==> src/rtl/div_pkg.sv <==
// div_pkg: shared types for the divider request front-end.
// Holds the sequencer state encoding and the watchdog limit.
package div_pkg;

    typedef enum logic [2:0] {
        IDLE  = 3'd0,
        START = 3'd1,
        LOAD  = 3'd2,
        WAIT  = 3'd3,
        RESP  = 3'd4
    } div_state_e;

    // Number of WAIT cycles allowed before the divider is declared hung.
    function automatic int DIV_TIMEOUT(input int n);
        return 2 * n + 2;
    endfunction

endpackage

==> src/rtl/div_seq_wdog.sv <==
// div_seq_wdog: WAIT-state watchdog for div_seq.
// Cleared on operand load, counts WAIT cycles, flags the last allowed one.
module div_seq_wdog
    import div_pkg::*;
#(
    parameter int N = 4
) (
    input  logic clk,
    input  logic reset,
    input  logic clr_i,
    input  logic en_i,
    output logic expired_o
);

    localparam int TMO = DIV_TIMEOUT(N);
    localparam int W   = $clog2(2 * N + 3);
    localparam logic [W-1:0] CNT_MAX  = W'(TMO);
    localparam logic [W-1:0] CNT_LAST = W'(TMO - 1);

    logic [W-1:0] cnt_q;
    logic [W-1:0] cnt_d;

    // Next count: clear on load, otherwise count enabled cycles and saturate.
    always_comb begin
        cnt_d = cnt_q;
        if (clr_i) begin
            cnt_d = '0;
        end else if (en_i && (cnt_q != CNT_MAX)) begin
            cnt_d = cnt_q + 1'b1;
        end
    end

    // Counter register.
    always_ff @(posedge clk) begin
        if (reset) begin
            cnt_q <= '0;
        end else begin
            cnt_q <= cnt_d;
        end
    end

    // The edge ending this cycle would bring the count to the limit.
    assign expired_o = en_i && (cnt_q == CNT_LAST);

endmodule

==> src/rtl/div_seq.sv <==
// div_seq: handshake front-end sequencing the shift-subtract divider.
// Optional remainder datapath is compiled in with DIV_SEQ_REM_EN.
module div_seq
    import div_pkg::*;
#(
    parameter int N = 4
) (
    input  logic         clk,
    input  logic         reset,
    input  logic         in_valid,
    output logic         in_ready,
    input  logic [N-1:0] in_dividend,
    input  logic [N-1:0] in_divisor,
    output logic         sen1,
    output logic         sen2,
    output logic [N-1:0] div_dividend,
    output logic [N-1:0] div_divisor,
    input  logic [N-1:0] div_q,
    input  logic         div_done,
    output logic         out_valid,
    input  logic         out_ready,
    output logic [N-1:0] out_q,
`ifdef DIV_SEQ_REM_EN
    output logic [N-1:0] out_rem,
`endif
    output logic         out_dz,
    output logic         out_err
);

    div_state_e state_q;
    div_state_e state_d;

    logic [N-1:0] dvd_q, dvd_d;
    logic [N-1:0] dvs_q, dvs_d;
    logic [N-1:0] q_q,   q_d;
    logic         dz_q,  dz_d;
    logic         err_q, err_d;
`ifdef DIV_SEQ_REM_EN
    logic [N-1:0]   rem_q, rem_d;
    logic [2*N-1:0] prod;
`endif

    logic wd_clr;
    logic wd_en;
    logic wd_exp;
    logic div_zero;

    assign div_zero = (in_divisor == '0);

    div_seq_wdog #(
        .N(N)
    ) u_wdog (
        .clk       (clk),
        .reset     (reset),
        .clr_i     (wd_clr),
        .en_i      (wd_en),
        .expired_o (wd_exp)
    );

    // State register.
    always_ff @(posedge clk) begin
        if (reset) begin
            state_q <= IDLE;
        end else begin
            state_q <= state_d;
        end
    end

    // Next-state logic; div_done is only trusted in WAIT.
    always_comb begin
        state_d = state_q;
        unique case (state_q)
            IDLE: begin
                if (in_valid) begin
                    state_d = div_zero ? RESP : START;
                end
            end
            START: state_d = LOAD;
            LOAD:  state_d = WAIT;
            WAIT: begin
                if (div_done || wd_exp) begin
                    state_d = RESP;
                end
            end
            RESP: begin
                if (out_ready) begin
                    state_d = IDLE;
                end
            end
            default: state_d = IDLE;
        endcase
    end

    // State-decoded handshake and divider strobes.
    always_comb begin
        in_ready  = (state_q == IDLE);
        sen1      = (state_q == START);
        sen2      = (state_q == LOAD);
        out_valid = (state_q == RESP);
        wd_clr    = (state_q == LOAD);
        wd_en     = (state_q == WAIT);
    end

`ifdef DIV_SEQ_REM_EN
    // Quotient times divisor, full width; low half is all that matters.
    assign prod = (2*N)'(div_q) * (2*N)'(dvs_q);
`endif

    // Operand capture and result capture.
    always_comb begin
        dvd_d = dvd_q;
        dvs_d = dvs_q;
        q_d   = q_q;
        dz_d  = dz_q;
        err_d = err_q;
`ifdef DIV_SEQ_REM_EN
        rem_d = rem_q;
`endif
        if ((state_q == IDLE) && in_valid) begin
            dvd_d = in_dividend;
            dvs_d = in_divisor;
            if (div_zero) begin
                q_d   = '1;
                dz_d  = 1'b1;
                err_d = 1'b0;
`ifdef DIV_SEQ_REM_EN
                rem_d = in_dividend;
`endif
            end
        end else if (state_q == WAIT) begin
            if (div_done) begin
                q_d   = div_q;
                dz_d  = 1'b0;
                err_d = 1'b0;
`ifdef DIV_SEQ_REM_EN
                rem_d = dvd_q - prod[N-1:0];
`endif
            end else if (wd_exp) begin
                q_d   = '0;
                dz_d  = 1'b0;
                err_d = 1'b1;
`ifdef DIV_SEQ_REM_EN
                rem_d = '0;
`endif
            end
        end
    end

    // Datapath registers.
    always_ff @(posedge clk) begin
        if (reset) begin
            dvd_q <= '0;
            dvs_q <= '0;
            q_q   <= '0;
            dz_q  <= 1'b0;
            err_q <= 1'b0;
`ifdef DIV_SEQ_REM_EN
            rem_q <= '0;
`endif
        end else begin
            dvd_q <= dvd_d;
            dvs_q <= dvs_d;
            q_q   <= q_d;
            dz_q  <= dz_d;
            err_q <= err_d;
`ifdef DIV_SEQ_REM_EN
            rem_q <= rem_d;
`endif
        end
    end

    assign div_dividend = dvd_q;
    assign div_divisor  = dvs_q;
    assign out_q        = q_q;
    assign out_dz       = dz_q;
    assign out_err      = err_q;
`ifdef DIV_SEQ_REM_EN
    assign out_rem      = rem_q;
`endif

endmodule

==> config.mk <==
export PLATFORM = sky130hd
export DESIGN_NAME = div_seq
export DESIGN_NICKNAME = d
export VERILOG_FILES = /design/src/rtl/div_pkg.sv /design/src/rtl/div_seq_wdog.sv /design/src/rtl/div_seq.sv
export SDC_FILE = /design/constraint.sdc
export NUM_CORES = 1
export LEC_CHECK = 0
export CAP_MARGIN = 40
export CORE_MARGIN = 2
export CORE_UTILIZATION = 47
export CTS_CLUSTER_DIAMETER = 200
export DETAILED_ROUTE_END_ITERATION = 8
export PLACE_DENSITY = 0.82
export SYNTH_ARGS = -nofsm -noshare
export SYNTH_HDL_FRONTEND = slang
export SYNTH_SLANG_ARGS = --single-unit
==> constraint.sdc <==
create_clock -name clk -period 3.1 [get_ports clk]
set_input_delay 0.62 -clock clk [delete_from_list [all_inputs] [get_ports clk]]
set_output_delay 0.62 -clock clk [all_outputs]
set_load 0.05 [all_outputs]
==> results.toml <==
[outcome]
status = "completed"

[global_route]
grt_usage_pct = 19.1
antenna_found_initial = 0
grt_pass1_vias = 841
grt_pass1_wl_mm = 3.80
grt_max_degree = 19
gr-total-overflow = 0

[cts]
insertion_delay_ns = 0.30
ctsLongestPathBuffers = 2
post_cts.repair.setup_buffers = 0
clk_pin_slew_ns = 0.13
cts.htree.levels = 1
postCtsHoldBufs = 0
cts_resized = 0
cts-root-buf = "clkbuf_4"
tritoncts = "done"
numCtsBuffers = 3
cts_sinks = 21

[timing]
hold_slack_ns = 0.463
fin_crit_ns = 2.68
worstMarginPinSlew_ns = 0.647
finalCritPeriodShare_pct = 86.5
rsz0062_at_grt = "false"
slew_headroom_pct = 56.7
skew_ns = 0.00928
slew_viol_final = 0
fmax_mhz = 373
finalSetupViolations = 0
fin_tns_setup_ns = 0
hold_violations = 0

[placement]
hpwl_mm = 1.67
port-buffer-count = 34
place.gp.congestion = 0.834
dp_cells = 167

[route]
vias = 956
drcViolationCount = 0
viasPerCell = 5.59
routed_wirelength_mm = 2.41
firstDrtPassIters = 4
ant_nets = 0
wl_per_cell_um = 14.1
drt_iter0_markers = 19

[logic_synthesis]
synth.distinct_cells = 30
synth_area_mm2 = 0.00102
synth_top_area_share_pct = 41.1
ys_warn_count = 0
synth_nets = 134
yosysTopAreaCell = "dfxtp_1"
syn_avg_cell_area_um2 = 8.97
synthCells = 114
ys_ff_latch = 21
seq_area_frac_synth_pct = 41.1
synth.top_cells.by_area = "dfxtp_1, a21oi_1, nand2_1"

[setup_path]
endpoint_kind = "primary output"
cpPeakStageDelay_ns = 0.85
critPathLaunchType = "flop"
arrival_ns = 2.06
crit_chain = "nor3b_1, clkdlybuf4s50_1"
required_ns = 2.48
crit_path_top_delay_cell = "clkdlybuf4s50_1"
worstSetupPathType = "flop to primary output"
cp_max_fo = 11

[finish]
fin_nets = 165
layout-area-overhead-vs-synth_pct = 33.7
post-route-util_pct = 68.3
drive_gt1_share_pct = 7.64
diodes = 0
fin_cells = 171

[floorplan]
coreArea_mm2 = 0.00200
num_rows = 16
die_w_um = 50.6
start_util_pct = 51.1
dieArea_mm2 = 0.00256
pin_count = 35
die_h_um = 50.6

[pwr]
peakVddDrop_mv = 0.281
power.density_mw_per_mm2 = 462
p_total_mw = 0.631
power.leakage_nw = 0.506

[job]
drv_cap = 0

[hold_path]
hold_class = "flop to flop"
## layer usage
| layer | part of all wire [%] | GRT usage [%] | wire [um] |
|---|---|---|---|
| met1 | 45 | 24.2 | 1090 |
| met5 | 0 | 0 | 0 |
| met4 | 0.54 | 5.41 | 13 |
| met3 | 4.8 | 2.98 | 116 |
| met2 | 49 | 33.3 | 1190 |
## flip-flops by register name (all words and copies together) (netlist names)
name and flops:
u_wdog.cnt_q 4, div_dividend 4, out_q 4, out_err 1
state_q 3, div_divisor 4, out_dz 1
## stage by stage
stage / worst slack (ns) / area, um2
after detailed placement: 0.766 / 1340
after global placement: 0.792 / 1340
after CTS: 0.414 / 1370
after global routing: 0.290 / 1370
after floorplan: 0.776 / 1020
final: 0.419 / 1370
## final cells by class
| cell class | count | area, um2 |
|---|---|---|
| Fill cell | 168 | 636 |
| Sequential cell | 21 | 420 |
| Multi-Input combinational cell | 80 | 522 |
| Inverter | 4 | 15.0 |
| Timing Repair Buffer | 35 | 348 |
| Clock inverter | 1 | 5.00 |
| Clock buffer | 3 | 22.5 |
| Tap cell | 27 | 33.8 |
## cells in the mapped netlist
cell type,count
nor4bb_1,1
a2bb2oi_1,1
buf_6,4
ha_1,3
and3b_2,1
and3b_1,2
nor4_4,1
or4b_1,1
inv_1,4
or2_2,2
a21oi_1,23
clkbuf_1,4
nand2_1,16
a31o_1,1
dfxtp_1,21
a22oi_1,1
o21ai_0,6
a221oi_1,4
or4_1,1
clkbuf_2,1
o21ai_1,1
nand3b_4,1
nor4b_4,1
a211oi_1,2
nand3_1,1
or3_1,3
nor2_1,1
nor3_1,2
nor3b_1,3
a31oi_1,1
## placed cells by master, fill, tap and decap left out, types with 3 or more instances in the layout
| master | instances |
|---|---|
| a221oi_1 | 4 |
| clkbuf_4 | 3 |
| nand2_1 | 16 |
| or3_1 | 3 |
| dfxtp_1 | 21 |
| inv_1 | 4 |
| clkdlybuf4s50_1 | 34 |
| nor3b_1 | 3 |
| ha_1 | 3 |
| a21oi_1 | 23 |
| o21ai_0 | 6 |
## final timing paths
| check | from | end | slack [ns] | cells past startpoint |
|---|---|---|---|---|
| max | state_q[1] | sen2 | 0.42 | 2 |
| min | div_dividend[3] | div_dividend[3] | 0.46 | 2 |
| max reg2reg | state_q[1] | div_divisor[2] | 1.54 | 3 |
| min reg2reg | div_dividend[3] | div_dividend[3] | 0.46 | 2 |
## where the power goes
part	internal (mW)	total [mW]	switching, mW
Clock	0.0481	0.134	0.0864
Combinational	0.0755	0.191	0.116
Sequential	0.286	0.306	0.0192
## cell families (layout without fill, tap and decap cells)
family | after synthesis | count (layout) | share of synthesized area (%)
compound gates | 40 | 40 | 22.6
simple gates | 37 | 37 | 24.7
flops | 21 | 21 | 41.1
buf+inv | 13 | 43 | 7.83
fa+ha+maj | 3 | 3 | 3.67
## worst max-delay path, delay by kind of cell (launching register included)
| kind | cells | cell delay, ns |
|---|---|---|
| flip-flops | 1 | 0.61 |
| buffers and inverters | 1 | 0.85 |
| AND/OR/NAND/NOR | 1 | 0.30 |
(Power assumes the default switching activity.)
